--- config.mk ---
export PLATFORM = sky130hd
export DESIGN_NAME = mc_control_fsm
export DESIGN_NICKNAME = d
export VERILOG_FILES = /design/src/rtl/riscv_ctrl_pkg.sv /design/src/rtl/mc_control_fsm.sv
export SDC_FILE = /design/constraint.sdc
export NUM_CORES = 1
export LEC_CHECK = 0
export CELL_PAD_IN_SITES_DETAIL_PLACEMENT = 1
export CELL_PAD_IN_SITES_GLOBAL_PLACEMENT = 2
export CORE_AREA = 2 2 97 99
export CTS_CLUSTER_DIAMETER = 80
export CTS_CLUSTER_SIZE = 30
export DETAILED_ROUTE_END_ITERATION = 12
export DIE_AREA = 0 0 99 101
export PLACE_DENSITY_LB_ADDON = 0.1
export REMOVE_ABC_BUFFERS = 1
export SYNTH_ARGS = -nofsm -noshare
export SYNTH_HDL_FRONTEND = slang
export SYNTH_SLANG_ARGS = --single-unit
export TNS_END_PERCENT = 50
--- constraint.sdc ---
create_clock -name clk -period 2.69 [get_ports clk]
set_input_delay 0.269 -clock clk [delete_from_list [all_inputs] [get_ports clk]]
set_output_delay 0.269 -clock clk [all_outputs]
set_load 0.01 [all_outputs]
--- src/rtl/riscv_ctrl_pkg.sv ---
// ============================================================================
// Module : riscv_ctrl_pkg
// Brief  : Shared state, opcode and datapath-select encodings for the RV32I
//          multi-cycle control sequencer and the ALU control decoder.
// Rev    : 1.0  initial release
// ============================================================================
`default_nettype none

package riscv_ctrl_pkg;

  typedef enum logic [3:0] {
    S_FETCH    = 4'd0,
    S_DECODE   = 4'd1,
    S_MEMADR   = 4'd2,
    S_MEMREAD  = 4'd3,
    S_MEMWB    = 4'd4,
    S_MEMWRITE = 4'd5,
    S_EXEC_R   = 4'd6,
    S_EXEC_I   = 4'd7,
    S_ALUWB    = 4'd8,
    S_BEQ      = 4'd9,
    S_JAL      = 4'd10,
    S_ILLEGAL  = 4'd11
  } state_e;

  localparam logic [6:0] OP_LW     = 7'b0000011;
  localparam logic [6:0] OP_SW     = 7'b0100011;
  localparam logic [6:0] OP_RTYPE  = 7'b0110011;
  localparam logic [6:0] OP_ITYPE  = 7'b0010011;
  localparam logic [6:0] OP_BEQ    = 7'b1100011;
  localparam logic [6:0] OP_JAL    = 7'b1101111;

  localparam logic [1:0] ALU_OP_ADD   = 2'b00;
  localparam logic [1:0] ALU_OP_SUB   = 2'b01;
  localparam logic [1:0] ALU_OP_FUNCT = 2'b10;

  localparam logic [1:0] SRC_A_PC     = 2'b00;
  localparam logic [1:0] SRC_A_OLD_PC = 2'b01;
  localparam logic [1:0] SRC_A_RS1    = 2'b10;

  localparam logic [1:0] SRC_B_RS2    = 2'b00;
  localparam logic [1:0] SRC_B_IMM    = 2'b01;
  localparam logic [1:0] SRC_B_FOUR   = 2'b10;

  localparam logic [1:0] RES_ALU_OUT  = 2'b00;
  localparam logic [1:0] RES_MEM_DATA = 2'b01;
  localparam logic [1:0] RES_ALU      = 2'b10;

endpackage

`default_nettype wire

--- src/rtl/mc_control_fsm.sv ---
// ============================================================================
// Module : mc_control_fsm
// Brief  : Multi-cycle RV32I main control sequencer with retired-instruction
//          counter.
// Rev    : 1.0  initial release
// ============================================================================
`default_nettype none

module mc_control_fsm
  import riscv_ctrl_pkg::*;
#(
  parameter int data_width = 32
) (
  input  logic                  clk,
  input  logic                  reset,
  input  logic [6:0]            opcode,
  input  logic                  mem_ready,
  input  logic                  zero,
  output logic                  pc_write,
  output logic                  ir_write,
  output logic                  iord,
  output logic                  mem_read,
  output logic                  mem_write,
  output logic                  reg_write,
  output logic [1:0]            alu_src_a,
  output logic [1:0]            alu_src_b,
  output logic [1:0]            alu_op,
  output logic [1:0]            result_src,
  output logic                  illegal,
  output logic [data_width-1:0] instr_retired
);

  state_e                state_q, state_d;
  logic [data_width-1:0] instr_retired_q, instr_retired_d;

  always_ff @(posedge clk) begin
    if (reset) begin
      state_q         <= S_FETCH;
      instr_retired_q <= '0;
    end else begin
      state_q         <= state_d;
      instr_retired_q <= instr_retired_d;
    end
  end

  always_comb begin
    state_d = state_q;
    unique case (state_q)
      S_FETCH:    if (mem_ready) state_d = S_DECODE;
      S_DECODE: begin
        unique case (opcode)
          OP_LW, OP_SW: state_d = S_MEMADR;
          OP_RTYPE:     state_d = S_EXEC_R;
          OP_ITYPE:     state_d = S_EXEC_I;
          OP_BEQ:       state_d = S_BEQ;
          OP_JAL:       state_d = S_JAL;
          default:      state_d = S_ILLEGAL;
        endcase
      end
      S_MEMADR:   state_d = (opcode == OP_LW) ? S_MEMREAD : S_MEMWRITE;
      S_MEMREAD:  if (mem_ready) state_d = S_MEMWB;
      S_MEMWB:    state_d = S_FETCH;
      S_MEMWRITE: if (mem_ready) state_d = S_FETCH;
      S_EXEC_R:   state_d = S_ALUWB;
      S_EXEC_I:   state_d = S_ALUWB;
      S_ALUWB:    state_d = S_FETCH;
      S_BEQ:      state_d = S_FETCH;
      S_JAL:      state_d = S_ALUWB;
      S_ILLEGAL:  state_d = S_ILLEGAL;
      default:    state_d = S_FETCH;
    endcase

    // An instruction retires on the edge that returns the sequencer to FETCH;
    // ILLEGAL never leaves, so it can never retire.
    instr_retired_d = instr_retired_q;
    if ((state_d == S_FETCH) && (state_q != S_FETCH)) begin
      instr_retired_d = instr_retired_q + {{(data_width-1){1'b0}}, 1'b1};
    end
  end

  always_comb begin
    pc_write      = 1'b0;
    ir_write      = 1'b0;
    iord          = 1'b0;
    mem_read      = 1'b0;
    mem_write     = 1'b0;
    reg_write     = 1'b0;
    alu_src_a     = SRC_A_PC;
    alu_src_b     = SRC_B_RS2;
    alu_op        = ALU_OP_ADD;
    result_src    = RES_ALU_OUT;
    illegal       = 1'b0;
    instr_retired = '0;
    if (!reset) begin
      instr_retired = instr_retired_q;
      unique case (state_q)
        S_FETCH: begin
          mem_read   = 1'b1;
          alu_src_b  = SRC_B_FOUR;
          result_src = RES_ALU;
          pc_write   = mem_ready;
          ir_write   = mem_ready;
        end
        S_DECODE: begin
          alu_src_a = SRC_A_OLD_PC;
          alu_src_b = SRC_B_IMM;
        end
        S_MEMADR: begin
          alu_src_a = SRC_A_RS1;
          alu_src_b = SRC_B_IMM;
        end
        S_MEMREAD: begin
          iord     = 1'b1;
          mem_read = 1'b1;
        end
        S_MEMWB: begin
          result_src = RES_MEM_DATA;
          reg_write  = 1'b1;
        end
        S_MEMWRITE: begin
          iord      = 1'b1;
          mem_write = 1'b1;
        end
        S_EXEC_R: begin
          alu_src_a = SRC_A_RS1;
          alu_src_b = SRC_B_RS2;
          alu_op    = ALU_OP_FUNCT;
        end
        S_EXEC_I: begin
          alu_src_a = SRC_A_RS1;
          alu_src_b = SRC_B_IMM;
          alu_op    = ALU_OP_FUNCT;
        end
        S_ALUWB: begin
          reg_write = 1'b1;
        end
        S_BEQ: begin
          alu_src_a = SRC_A_RS1;
          alu_src_b = SRC_B_RS2;
          alu_op    = ALU_OP_SUB;
          pc_write  = zero;
        end
        // Jump target already sits in ALUOut from DECODE; the ALU computes
        // old PC + 4 here so ALUWB can write the link address to rd.
        S_JAL: begin
          alu_src_a = SRC_A_OLD_PC;
          alu_src_b = SRC_B_FOUR;
          pc_write  = 1'b1;
        end
        S_ILLEGAL: begin
          illegal = 1'b1;
        end
        default: ;
      endcase
    end
  end

endmodule

`default_nettype wire

# Word-level counts from Yosys, hierarchy flattened
# Index checks and enable logic that the tools add are counted.
[op_classes]
n_mux = 29
n_mul = 0
div = 0
bitwise = 0
add_sub_neg = 1
magnitude_cmp = 0
eq_ne = 17
n_reduce_logical = 14
shifts = 0
[ops]
columns = ["cell", "count"]
rows = [
  ["$add 32x1->32 const B", 1],
  ["$mux 32", 1],
  ["$pmux 4 s7", 1],
  ["$pmux 4 s5", 1],
  ["$eq 4x3->1 const B", 4],
  ["$eq 4x4->1 const B", 4],
  ["$pmux 2 s2", 4],
  ["$eq 7x6->1 const B", 2],
  ["$eq 7x7->1 const B", 2],
  ["$reduce_or 2->1", 7],
  ["$mux 1", 13],
  ["$mux 4", 3],
  ["$eq 4x2->1 const B", 2],
  ["$logic_not 4->1", 2],
  ["$mux 2", 4],
  ["$eq 7x2->1 const B", 1],
  ["$eq 7x5->1 const B", 1],
  ["$reduce_or 3->1", 2],
  ["$eq 4x1->1 const B", 1],
  ["$reduce_bool 4->1", 1],
  ["$reduce_or 4->1", 1],
  ["$mux 3", 1],
  ["$pmux 1 s3", 1],
  ["$logic_and 1x1->1", 1],
]
[word_totals]
mem_bits_ro = 0
mem_count = 0
mem_bits_rw = 0
input_bits = 11
register_bits = 36
latchBits = 0
wordCells = 63

# Depth between registers and ports, before layout
[logic_depth]
ltp_word = 6
ltp_mapped = 7
mapped_depth_nobuf = 6

# Worst setup path after synthesis
# OpenSTA, ideal clock, no wires.
[synth_timing]
kind = "register to register"
startpoint = "reg state_q[0]"
endpoint = "reg instr_retired_q[29]"
slack_ps = 818
period_less_slack_ps = 1872
stages_incl_launch_ff = 8
t_arrival_ps = 1751
path_buffers = 2
t_required_ps = 2569
setup_ps = 121
cell_sequence = "dfxtp_1 > buf_2 > and2b_1 > nand3_1 > nand4_1 > buf_2 > nor4_1 > mux2_2"
[synth_between]
elab_chain_cells = 5
[synth_rtl]
columns = ["item", "line", "source"]
rows = [
  ["start, declared", "mc_control_fsm.sv:33", "state_e state_q, state_d;"],
  ["start signal, assigned", "mc_control_fsm.sv:41", "state_q <= state_d;"],
  ["$eq 4x3->1 / $eq 4x4->1 (equally long branches)", "mc_control_fsm.sv:48", "unique case (state_q)"],
  ["$reduce_or 3->1 (no line)", "-", ""],
  ["$pmux 4 s7", "mc_control_fsm.sv:48", ""],
  ["$logic_not 4->1", "mc_control_fsm.sv:76", "if ((state_d == S_FETCH) && (state_q != S_FETCH)) begin"],
  ["$logic_and 1x1->1 (*)", "mc_control_fsm.sv:76", ""],
  ["end signal, assigned", "mc_control_fsm.sv:42", "instr_retired_q <= instr_retired_d;"],
  ["end, declared", "mc_control_fsm.sv:34", "logic [data_width-1:0] instr_retired_q, instr_retired_d;"],
]
# Every way passes the cells marked *; elsewhere a longest branch is shown, timed or not.
# A chain may end at the register's enable or synchronous reset.

# Final worst setup path
[layout_timing]
startpoint = "reg state_q[3]"
endpoint = "out ir_write"
[layout_between]
elab_chain_cells = 3
[layout_rtl]
columns = ["item", "line", "source"]
rows = [
  ["$logic_not 4->1", "mc_control_fsm.sv:96", "unique case (state_q)"],
  ["$mux 1", "mc_control_fsm.sv:96", ""],
  ["$mux 1", "mc_control_fsm.sv:94", "if (!reset) begin"],
  ["end, declared", "mc_control_fsm.sv:20", "output logic ir_write,"],
]
# No other way between the ends.

==> flow_summary.json <==
{
  "postLayoutCoreUtil_pct": 36.7,
  "hold_violations": 0,
  "clk_latency_ps": 290,
  "synth-seq-cells": 36,
  "ys_seq_area_share_pct": 28.2,
  "outcome": "finished clean",
  "tightest_slew_ps": 505,
  "remaining_drc_errors": 0,
  "finish.net_count": 379,
  "period_share_pct": 88.3,
  "synth_cell_types": 46,
  "coreArea_mm2": 0.00898,
  "wl_per_cell_um": 15.1,
  "path_class": "register to output pin",
  "place_area_mm2": 0.00321,
  "dieArea_mm2": 0.0100,
  "ant_nets": 0,
  "die_y_um": 101,
  "crit_required_ps": 2420,
  "yosys_warnings": 0,
  "final_common_cell": "clkdlybuf4s50_1",
  "grt_first_pass_wirelength_um": 12300,
  "numPortBuffers": 57,
  "cts-buffers-inserted": 5,
  "viasPerCell": 5.22,
  "die_x_um": 99,
  "dr.pass1.iters": 4,
  "post_cts_buffers": 0,
  "cp_max_fo": 15,
  "vias": 2497,
  "endpoint_kind": "output pin",
  "place_inst": 471,
  "cts_tree": "done",
  "syn_inst": 315,
  "first_iter_violations": 75,
  "place_congestion": 0.763,
  "finClkSkew_ps": 14.2,
  "antenna_found_initial": 0,
  "place_hpwl_um": 5190,
  "initial_core_util_pct": 28.4,
  "drv_cap": 0,
  "final.setup.tns_ps": 0,
  "post_layout_nonfiller_instances": 478,
  "diodes": 0,
  "grt_remaining_overflow": 0,
  "syn_area_mm2": 0.00255,
  "rsz0062_at_grt": "no",
  "ir_drop_v": 0.000187,
  "maxSlewHeadroom_pct": 66.3,
  "grt_max_degree": 43,
  "final.min_clock_period_ps": 2380,
  "rows": 35,
  "io-pin-count": 58,
  "reg2reg_slack_ps": 450,
  "max_freq_ghz": 0.421,
  "hold_path_class": "input pin to register",
  "drt_wl_total_um": 7210,
  "setup_viol": 0,
  "htreeDepth": 2,
  "clk_pin_slew_ps": 60,
  "drv_slew": 0,
  "arrival_ps": 2110,
  "final_area_mm2": 0.00329,
  "final_cell_mix": "clkdlybuf4s50_1 (56), nor2_1 (45), nor2b_1 (39)",
  "synth.avg_cell_area_um2": 8.11,
  "clock-sinks": 36,
  "power.density_mw_per_mm2": 506,
  "synthToLayoutAreaGrowth_pct": 28.9,
  "grt_pass1_vias": 2561,
  "p_leak_uw": 0.00120,
  "layout-drive-gt1-share_pct": 12.3,
  "start_kind": "register",
  "clk_path_buf_depth": 2,
  "nFillCells": 1081,
  "cts_resized": 0,
  "grt_usage_pct": 14.7,
  "cts.hold.buffers_added": 0,
  "clockRootBuffer": "clkbuf_8"
}
-- logic make-up (layout without fill, tap and decap cells) --
group / after synthesis / in the layout / share of synthesized area (%)
XOR/XNOR: 4 / 4 / 1.37
flip-flops: 36 / 36 / 28.2
multiplexers: 33 / 33 / 14.5
buffers and inverters: 28 / 80 / 6.52
adder cells (fa/ha/maj): 1 / 1 / 0.490
AO/OA/AOI/OAI: 17 / 17 / 5.15
AND/OR/NAND/NOR: 196 / 196 / 43.8
-- critical path, stage by stage (launching register included) --
cell	delay, ps
dfxtp_1	470
or2_2	400
nor4_1	270
and2_1	170
clkdlybuf4s50_1	520
-- synth_stat cells, drive strengths merged --
cell type  count  area share [%]
nor2          45             6.6
nor2b         39             9.6
dfxtp         36              28
nor4          34             8.3
mux2          32              14
nand4         17             4.2
buf           16             4.8
nand3         15             2.9
nand2         11             1.6
and3           9             2.2
clkbuf         9             1.3
and4           6             2.1
and2           5             1.2
nor3           4            0.98
a31oi          3            0.74
inv            3            0.44
nand2b         3             1.0
xnor2          3             1.0
a211o          2            0.69
a21oi          2            0.39
nor3b          2            0.78
o211ai         2            0.78
o21ai          2            0.39
a21o           1            0.29
a22oi          1            0.29
a311o          1            0.39
and2b          1            0.29
and3b          1            0.34
and4bb         1            0.49
ha             1            0.49
mux2i          1            0.39
nor4b          1            0.34
o2111ai        1            0.34
o221ai         1            0.59
o22ai          1            0.25
or2            1            0.25
or4b           1            0.54
xor2           1            0.34
-- per-layer routing --
metal | share of wire [%] | up-vias | global-route usage [%]
li1 | - | 1259 | -
met1 | 50 | 1193 | 19.7
met2 | 46 | 36 | 24.4
met3 | 3.3 | 9 | 2.64
met4 | 1.4 | 0 | 4.11
met5 | 0 | - | 0
-- layout make-up --
type / instances / area, um2 / share of cell area, %
clock inverters: 1 / 5.00 / 0.152
well taps: 111 / 139 / 4.22
clock buffers: 6 / 72.6 / 2.21
repair buffers: 70 / 676 / 20.5
flip-flops and latches: 36 / 721 / 21.9
multi-input cells: 251 / 1670 / 50.6
inverters: 3 / 11.3 / 0.342
-- path summary, 6_finish.rpt --
kind	end	cells past startpoint	start
worst min-delay path	state_q[0]	2	reset
worst max-delay path	ir_write	4	state_q[3]
worst min register to register	instr_retired_q[21]	2	instr_retired_q[21]
worst max register to register	instr_retired_q[25]	6	state_q[3]
-- power breakdown --
part           internal [uW]  switching [uW]
Combinational            273             412
Sequential               555            52.0
Clock                    176             196
-- flip-flops by register name, summed over array words and instances, names as in the netlist --
signal,flops
state_q,4
instr_retired_q,32
-- stage by stage --
step	worst slack, ps	total power (uW)	hold slack (ps)
global placement	209	1300	532
finish	315	1660	404
CTS	296	1680	408
detailed placement	158	1300	548
floorplan	71.3	988	338
global route	175	1760	438
Power figures use the tool's default switching activity.
